## src/rtl/pipe_hazard_ctrl.sv

```systemverilog
// Stall/flush controller for an N-stage in-order pipeline: memory back-pressure,
// branch redirect with refill penalty, load-use bubbles and saturating perf counters.
module pipe_hazard_ctrl #(
  parameter int NUM_STAGES = 5,
  parameter int EX_STAGE   = 2,
  parameter int MEM_STAGE  = 3,
  parameter int REG_AW     = 5,
  parameter int BR_PENALTY = 1,
  parameter int LU_STALL   = 1,
  parameter int CNT_W      = 32
) (
  input  logic                  clk_i,
  input  logic                  resetn_i,
  input  logic                  dec_valid_i,
  input  logic [REG_AW-1:0]     dec_rs1_addr_i,
  input  logic [REG_AW-1:0]     dec_rs2_addr_i,
  input  logic                  dec_rs1_used_i,
  input  logic                  dec_rs2_used_i,
  input  logic                  ex_valid_i,
  input  logic                  ex_is_load_i,
  input  logic [REG_AW-1:0]     ex_rd_addr_i,
  input  logic                  ex_rd_write_en_i,
  input  logic                  branch_en_i,
  input  logic                  mem_busy_i,
  output logic [NUM_STAGES-1:0] stall_o,
  output logic [NUM_STAGES-1:0] flush_o,
  output logic [1:0]            state_o,
  output logic [CNT_W-1:0]      stall_cnt_o,
  output logic [CNT_W-1:0]      flush_cnt_o
);

  typedef enum logic [1:0] {
    ST_RUN      = 2'b00,
    ST_LU       = 2'b01,
    ST_FLUSH    = 2'b10,
    ST_MEM_WAIT = 2'b11
  } state_t;

  state_t           state_q, state_d;
  state_t           saved_q, saved_d;
  state_t           eff_state;
  logic [2:0]       br_cnt_q, br_cnt_d;
  logic [2:0]       lu_cnt_q, lu_cnt_d;
  logic             br_pend_q, br_pend_d;
  logic [CNT_W-1:0] stall_cnt_q, stall_cnt_d;
  logic [CNT_W-1:0] flush_cnt_q, flush_cnt_d;

  logic                  lu_hit;
  logic                  br_req;
  logic                  br_take;
  logic [NUM_STAGES-1:0] stall_raw;
  logic [NUM_STAGES-1:0] flush_raw;

  logic [NUM_STAGES-1:0] mem_stall_mask, mem_flush_mask;
  logic [NUM_STAGES-1:0] br_flush_mask, refill_mask;
  logic [NUM_STAGES-1:0] lu_stall_mask, lu_flush_mask;

  // Per-stage masks; the stage after MEM only gets a bubble if it exists.
  genvar gi;
  generate
    for (gi = 0; gi < NUM_STAGES; gi++) begin : g_mask
      assign mem_stall_mask[gi] = (gi <= MEM_STAGE);
      assign mem_flush_mask[gi] = (gi == MEM_STAGE + 1);
      assign br_flush_mask[gi]  = (gi >= 1) && (gi <= EX_STAGE);
      assign refill_mask[gi]    = (gi == 1);
      assign lu_stall_mask[gi]  = (gi < EX_STAGE);
      assign lu_flush_mask[gi]  = (gi == EX_STAGE);
    end
  endgenerate

  assign lu_hit = dec_valid_i & ex_valid_i & ex_is_load_i & ex_rd_write_en_i &
                  (ex_rd_addr_i != '0) &
                  ((dec_rs1_used_i & (dec_rs1_addr_i == ex_rd_addr_i)) |
                   (dec_rs2_used_i & (dec_rs2_addr_i == ex_rd_addr_i)));

  // After a memory wait, the first free cycle behaves as the state that was interrupted.
  assign eff_state = (state_q == ST_MEM_WAIT) ? saved_q : state_q;
  assign br_req    = branch_en_i | br_pend_q;

  always_comb begin
    state_d   = state_q;
    saved_d   = saved_q;
    br_cnt_d  = br_cnt_q;
    lu_cnt_d  = lu_cnt_q;
    br_pend_d = br_pend_q;
    stall_raw = '0;
    flush_raw = '0;
    br_take   = 1'b0;

    if (mem_busy_i) begin
      stall_raw = mem_stall_mask;
      flush_raw = mem_flush_mask;
      state_d   = ST_MEM_WAIT;
      br_pend_d = br_req;
      if (state_q != ST_MEM_WAIT) begin
        saved_d = state_q;
      end
    end else if (br_req) begin
      flush_raw = br_flush_mask;
      br_take   = 1'b1;
      br_pend_d = 1'b0;
      lu_cnt_d  = '0;
      if (BR_PENALTY > 0) begin
        state_d  = ST_FLUSH;
        br_cnt_d = 3'(BR_PENALTY);
      end else begin
        state_d = ST_RUN;
      end
    end else if ((eff_state == ST_LU) || ((eff_state == ST_RUN) && lu_hit)) begin
      stall_raw = lu_stall_mask;
      flush_raw = lu_flush_mask;
      if (eff_state == ST_RUN) begin
        lu_cnt_d = 3'(LU_STALL - 1);
        state_d  = (LU_STALL > 1) ? ST_LU : ST_RUN;
      end else begin
        lu_cnt_d = lu_cnt_q - 3'd1;
        state_d  = (lu_cnt_q == 3'd1) ? ST_RUN : ST_LU;
      end
    end else if (eff_state == ST_FLUSH) begin
      // Decode holds a bubble during refill, so a load-use match here is meaningless.
      flush_raw = refill_mask;
      br_cnt_d  = br_cnt_q - 3'd1;
      state_d   = (br_cnt_q == 3'd1) ? ST_RUN : ST_FLUSH;
    end else begin
      state_d = ST_RUN;
    end

    stall_cnt_d = stall_cnt_q;
    if (stall_raw[0] && (stall_cnt_q != '1)) begin
      stall_cnt_d = stall_cnt_q + CNT_W'(1);
    end
    flush_cnt_d = flush_cnt_q;
    if (br_take && (flush_cnt_q != '1)) begin
      flush_cnt_d = flush_cnt_q + CNT_W'(1);
    end
  end

  always_ff @(posedge clk_i or negedge resetn_i) begin
    if (!resetn_i) begin
      state_q     <= ST_RUN;
      saved_q     <= ST_RUN;
      br_cnt_q    <= '0;
      lu_cnt_q    <= '0;
      br_pend_q   <= 1'b0;
      stall_cnt_q <= '0;
      flush_cnt_q <= '0;
    end else begin
      state_q     <= state_d;
      saved_q     <= saved_d;
      br_cnt_q    <= br_cnt_d;
      lu_cnt_q    <= lu_cnt_d;
      br_pend_q   <= br_pend_d;
      stall_cnt_q <= stall_cnt_d;
      flush_cnt_q <= flush_cnt_d;
    end
  end

  assign stall_o     = resetn_i ? stall_raw : '0;
  assign flush_o     = resetn_i ? flush_raw : '1;
  assign state_o     = state_q;
  assign stall_cnt_o = stall_cnt_q;
  assign flush_cnt_o = flush_cnt_q;

endmodule

```

## config.mk

```make
export PLATFORM = sky130hd
export DESIGN_NAME = pipe_hazard_ctrl
export DESIGN_NICKNAME = d
export VERILOG_FILES = /design/src/rtl/pipe_hazard_ctrl.sv
export SDC_FILE = /design/constraint.sdc
export NUM_CORES = 1
export LEC_CHECK = 0
export ABC_CLOCK_PERIOD_IN_PS = 2610
export CAP_MARGIN = 15
export CORE_MARGIN = 2
export CORE_UTILIZATION = 25
export DETAILED_ROUTE_END_ITERATION = 8
export GPL_TIMING_DRIVEN = 0
export PLACE_DENSITY = 0.47
export SYNTH_ARGS = -nofsm -noshare
export SYNTH_HDL_FRONTEND = slang
export SYNTH_SLANG_ARGS = --single-unit
```

## constraint.sdc

```tcl
create_clock -name clk_i -period 2.61 [get_ports clk_i]
set_input_delay 0.522 -clock clk_i [delete_from_list [all_inputs] [get_ports clk_i]]
set_output_delay 0.522 -clock clk_i [all_outputs]
set_load 0.1 [all_outputs]
```

# ---- Yosys cells after proc, flatten, opt, wreduce, memory -nomap -nowiden
# Index checks and enable logic that the tools add are counted.
dict set report classes {
  add_sub_neg 4
  eq_ne 11
  mux 27
  bitwise_logic 10
  n_reduce_logical 12
}
# cell count
set ops {}
lappend ops {{$add A32 B1 Y32 const B} 2}
lappend ops {{$ne A32 B32 Y1 const B} 2}
lappend ops {{$mux W3} 8}
lappend ops {{$mux W2} 9}
lappend ops {{$mux W5} 3}
lappend ops {{$eq A5 B5 Y1} 2}
lappend ops {{$and A1 B1 Y1} 7}
lappend ops {{$eq A3 B1 Y1 const B} 2}
lappend ops {{$mux W1} 6}
lappend ops {{$reduce_bool A2 Y1} 3}
lappend ops {{$sub A3 B1 Y3 const B} 2}
lappend ops {{$reduce_bool A5 Y1} 1}
lappend ops {{$eq A2 B2 Y1 const B} 2}
lappend ops {{$mux W4} 1}
lappend ops {{$ne A2 B2 Y1 const B} 2}
lappend ops {{$reduce_and A2 Y1} 2}
lappend ops {{$logic_and A1 B1 Y1} 3}
lappend ops {{$reduce_and A3 Y1} 1}
lappend ops {{$eq A2 B1 Y1 const B} 1}
lappend ops {{$logic_not A2 Y1} 1}
lappend ops {{$or A1 B1 Y1} 2}
lappend ops {{$logic_or A1 B1 Y1} 1}
lappend ops {{$not A1 Y1} 1}
dict set report totals {
  reg_bits 75
  in_bits 25
  elab_cells 71
}

# ---- Logic depth before layout (Yosys ltp)
# Gate-level depths: netlist of run 1.
dict set report logic_depth {
  ltp_word 11
  depth_mapped 8
}

# ---- Worst setup path before layout of run 1
# Ideal clock, no wire load.
dict set report synth_path {
  path_type {register -> output}
  start {register state_q[0], in the netlist state_o[0]}
  end {output stall_o[1]}
  arrival_time_ns 3.380
  t_required_ns 2.088
  slack_ns -1.292
  path_stages_with_launch 7
  cell_sequence {dfrtp_1 -> nand2b_1 -> a21oi_1 -> o21a_1 -> a311oi_2 -> nor2_1 -> buf_4}
}
dict set report synth_via {
  elab_chain_len 9
  elab_cells_between_ends 10
  cone_classes {eq/ne (2); mux (5); reduce/logical (3)}
}
# element line
set synth_lines {}
lappend synth_lines {{start: declaration} 39} ;# state_t state_q, state_d;
lappend synth_lines {{start signal: assignment} 148} ;# state_q <= state_d;
lappend synth_lines {{$eq A2 B2 Y1} 77} ;# assign eff_state = (state_q == ST_MEM_WAIT) ? saved_q : state_q;
lappend synth_lines {{$mux W2 (*)} 77}
lappend synth_lines {{$logic_not A2 Y1} 109} ;# end else if ((eff_state == ST_LU) || ((eff_state == ST_RUN) && lu_hit)) begin
lappend synth_lines {{$logic_and A1 B1 Y1} 109}
lappend synth_lines {{$logic_or A1 B1 Y1 (*)} 109}
lappend synth_lines {{$mux W2 (*)} 109}
lappend synth_lines {{$mux W2 (*)} 98} ;# end else if (br_req) begin
lappend synth_lines {{$mux W4 (*)} 90} ;# if (mem_busy_i) begin
lappend synth_lines {{$mux W5 (*)} 158} ;# assign stall_o = resetn_i ? stall_raw : '0;
lappend synth_lines {{end: declaration} 25} ;# output logic [NUM_STAGES-1:0] stall_o,
# Every way passes the cells marked *; elsewhere a longest branch is shown, timed or not.

# ---- Final worst setup path of run 1
dict set report layout_path {
  start {input ex_rd_addr_i[2]}
  end {output stall_o[1]}
}
dict set report layout_via {
  elab_chain_len 10
  elab_cells_between_ends 14
  cone_classes {eq/ne (2); mux (4); bitwise (5); reduce/logical (3)}
}
# element line
set layout_lines {}
lappend layout_lines {{start: declaration} 21} ;# input logic [REG_AW-1:0] ex_rd_addr_i,
lappend layout_lines {{$eq A5 B5 Y1 (on tied branches)} {73, 74}}
lappend layout_lines {{$and A1 B1 Y1 (on tied branches)} {73, 74}}
lappend layout_lines {{$or A1 B1 Y1} 73} ;# ((dec_rs1_used_i & (dec_rs1_addr_i == ex_rd_addr_i)) |
lappend layout_lines {{$and A1 B1 Y1 (*)} 72} ;# (ex_rd_addr_i != '0) &
lappend layout_lines {{$logic_and A1 B1 Y1 (*)} 109}
lappend layout_lines {{$logic_or A1 B1 Y1 (*)} 109}
lappend layout_lines {{$mux W2 (*)} 109}
lappend layout_lines {{$mux W2 (*)} 98}
lappend layout_lines {{$mux W4 (*)} 90}
lappend layout_lines {{$mux W5 (*)} 158}
# Marked as above.

==> run summary, run 1 <==
Clock Skew - 0.00475 ns
Crit start category - input pin
Die area - 16700 um2
Total gr overflow - 0
Clock Tree Root - clkbuf_16
Area delta synth->final - 44.7%
LEAKAGE - 2.41 nW
Critical Path Source - ex_rd_addr_i[2]
Achievable frequency - 385 MHz
DRC - 0
Mapped Area - 3920 um2
Placed cells - 684
Initial antenna violation count - 0
Post-synthesis register bit count - 75
WL/cell - 14.6 um
Synth async-reset ratio - 100%
Non-Filler Instances - 705
Critical Path RT - 2.09 ns
Initial DRT Pass Iterations - 4
Layout cells sized above 1 - 17.4%
Max-slew violation count - 0
HPWL after detailed placement - 7420 um
Cts bufs inserted - 9
Initial Utilization - 25.7%
H-tree Lvls - 3
Slowest cell on the critical path - or4_4
Mapped Cells - 373
CORE AREA - 15300 um2
CTS clk-pin slew, worst paths - 0.06 ns
Met3 usage - 3.06%
Synth Flop Type - dfrtp_1
Number of routed nets with antenna violations - 0
Seq/Total Area, Yosys - 47.9%
Syn_area_per_cell - 10.5 um2
Final Hold Violating Endpoints - 0
Std-Cell Rows - 45
Cell Chain, Critical Path - buf_8 -> or4_4 -> o21a_1 -> buf_6 -> a311oi_4 -> nor2_4 -> buf_12
Iteration-0 DRC Markers - 160
Crit Path Category - in2out
Port buffer count - 99
Worst Setup End Kind - output port
Max_slew headroom - 31.5%
WL final - 10300 um
Reg-to-Reg Start - stall_cnt_o[0]$_DFFE_PN0P_
Syn Nets - 404
PD cells - 733 nW/um2
Longest Clk Path Bufs - 2
Post-synth EDFFs - 0
Met2 usage - 20.1%
Worst hold path type - in2async
Cell variety after synth - 49
Gp weighted congestion - 0.758
GRT busiest layer - met2
Layout fillers - 1531
TritonCTS clock tree - done
Top cell family by delay on the critical path - simple AND/OR/NAND/NOR gates
Vias per inst - 4.55
Number of global-route vias before repair - 3210
Period minus WS final - 2.59 ns
Top-Level Pins - 101
First-pass GRT wire length - 16700 um
Met1 Use GR - 16.9%
CP max FO - 2
Sink Count - 75
Worst Max-Slew Pin Slew - 1.02 ns
Max_cap viols - 0
Critical Path Max Stage Delay - 0.53 ns
Vias - 3210
Final setup viols - 0
YS warnings - 0
Largest net degree at the start of global routing - 53
Fin crit share - 99.4%
# nets final - 520
Worst path arrival time - 2.07 ns
Die Span X - 129 um
Maximum VDD drop - 791 uV
Status - complete, no violations
Die Y - 129 um
ANT cells - 0
All-Layer GR Usage - 12.8%
RSZ-0062 raised after global routing - true
Worst Path Buf+Inv - 3
Clock latency on the worst-skew pair - 0.33 ns
Sum Neg Setup Slack - 0 ns
[layout make-up]
| class | instances | area, um2 | area share, % |
|---|---|---|---|
| clock inverter | 1 | 7.51 | 0.133 |
| tap | 211 | 264 | 4.66 |
| inverter | 7 | 26.3 | 0.464 |
| clock buffer | 15 | 278 | 4.90 |
| timing repair buffer | 107 | 1100 | 19.4 |
| buffer | 12 | 71.3 | 1.26 |
| multi-input combinational | 277 | 2020 | 35.6 |
| sequential | 75 | 1900 | 33.6 |
[metal layers]
metal	vias up	wire length, um
met5	-	0
met4	0	213
met3	14	458
li1	1558	-
met1	1572	4810
met2	66	4810
[power by group]
group / internal (mW) / switching, mW
clock network: 0.723 / 0.473
registers: 1.30 / 0.160
logic: 0.399 / 1.09
total: 2.43 / 1.73
[cells in the mapped netlist, types with 2 or more instances]
cell	n	area share (%)
nor4b_1	2	0.45
inv_1	7	0.67
nand4_1	24	3.8
nor3b_1	4	0.77
nor2b_1	5	0.80
nand2_1	26	2.5
and4_1	12	2.7
o21ai_0	6	0.77
ha_1	6	1.9
buf_4	4	0.77
a21oi_1	4	0.51
nand3_1	20	2.6
and3_1	20	3.2
and2_1	4	0.64
mux2_2	2	0.58
nand3_2	3	0.77
dfrtp_1	75	48
clkbuf_1	7	0.67
nand4_2	2	0.64
xor2_1	18	4.0
nand2b_1	7	1.1
nor3_1	11	1.4
a21o_1	4	0.77
buf_2	2	0.26
xnor2_1	51	11
nor2_1	24	2.3
[worst register-to-register path, cell delays in order, from the launching register on]
cell	delay (ns)
dfrtp_2	0.40
ha_1	0.17
and3_1	0.15
clkbuf_1	0.27
nor4bb_2	0.61
a221oi_4	0.18
nand2_1	0.16
mux2_2	0.34
[cells in the final DEF, fill, tap and decap left out, drive strengths merged, types with 18 or more instances in the layout]
master / count
and3: 21
nor2: 24
nand2: 26
xnor2: 51
buf: 24
nand3: 23
nand4: 27
xor2: 18
clkdlybuf4s50: 70
clkbuf: 23
dfrtp: 75
[flip-flops by register name, summed over array words and instances (netlist names)]
| signal | cells |
|---|---|
| flush_cnt_o | 32 |
| stall_cnt_o | 32 |
| br_cnt_q | 3 |
| lu_cnt_q | 3 |
| saved_q | 2 |
| state_o | 2 |
| br_pend_q | 1 |
[per-stage QoR]
stage / power (mW) / hold slack (ns) / utilization, % / setup WS [ns] / cell area [um2]
after global routing: 4.37 / 0.144 / 37.1 / -0.0300 / 5660
after detailed placement: 2.97 / 0.468 / 34.4 / -1.49 / 5250
after global placement: 2.96 / 0.462 / 34.3 / -3.79 / 5230
after CTS: 4.22 / 0.122 / 36.7 / -0.0706 / 5600
after floorplan: 2.56 / 0.226 / - / -0.104 / 3970
final: 4.15 / 0.125 / 37.1 / 0.0158 / 5660
[cells by family after synthesis]
logic type | count (synthesis) | synth area share (%)
AND/OR/NAND/NOR | 174 | 26.7
other | 1 | 0.0958
AO/OA/AOI/OAI | 25 | 4.73
multiplexers | 2 | 0.575
XOR/XNOR | 69 | 15.4
buffers and inverters | 21 | 2.65
flip-flops | 75 | 47.9
adder cells (fa/ha/maj) | 6 | 1.92
[repair_timing]
action | in CTS | in global routing
endpoints found under the setup margin | 31 | 31
hold buffers | 0 | 0
buffers inserted | 3 | 4
pin swaps | 12 | 14
gates resized for setup | 88 | 17
gates cloned | 0 | 0
[final timing paths]
kind | to | slack (ns) | cells after the start
worst max-delay path | stall_o[1] | 0.02 | 7
worst min-delay path | stall_cnt_o[13]$_DFFE_PN0P_ | 0.12 | 1
min in group clk_i | flush_cnt_o[7]$_DFFE_PN0P_ | 0.48 | 1
worst max register to register | stall_cnt_o[1]$_DFFE_PN0P_ | 0.21 | 7
worst min register to register | flush_cnt_o[7]$_DFFE_PN0P_ | 0.48 | 1
max in group asynchronous | flush_cnt_o[7]$_DFFE_PN0P_ | 1.84 | 2
(Power assumes the default switching activity.)
==> inputs of run 2 (changes only) <==
--- a/config.mk
+++ b/config.mk
@@ -12,6 +12,7 @@
 export DETAILED_ROUTE_END_ITERATION = 8
 export GPL_TIMING_DRIVEN = 0
 export PLACE_DENSITY = 0.47
+export SLEW_MARGIN = 20
 export SYNTH_ARGS = -nofsm -noshare
 export SYNTH_HDL_FRONTEND = slang
 export SYNTH_SLANG_ARGS = --single-unit
==> results of run 2 <==
The final DEF is identical to that of run 1; final timing and power are the same.
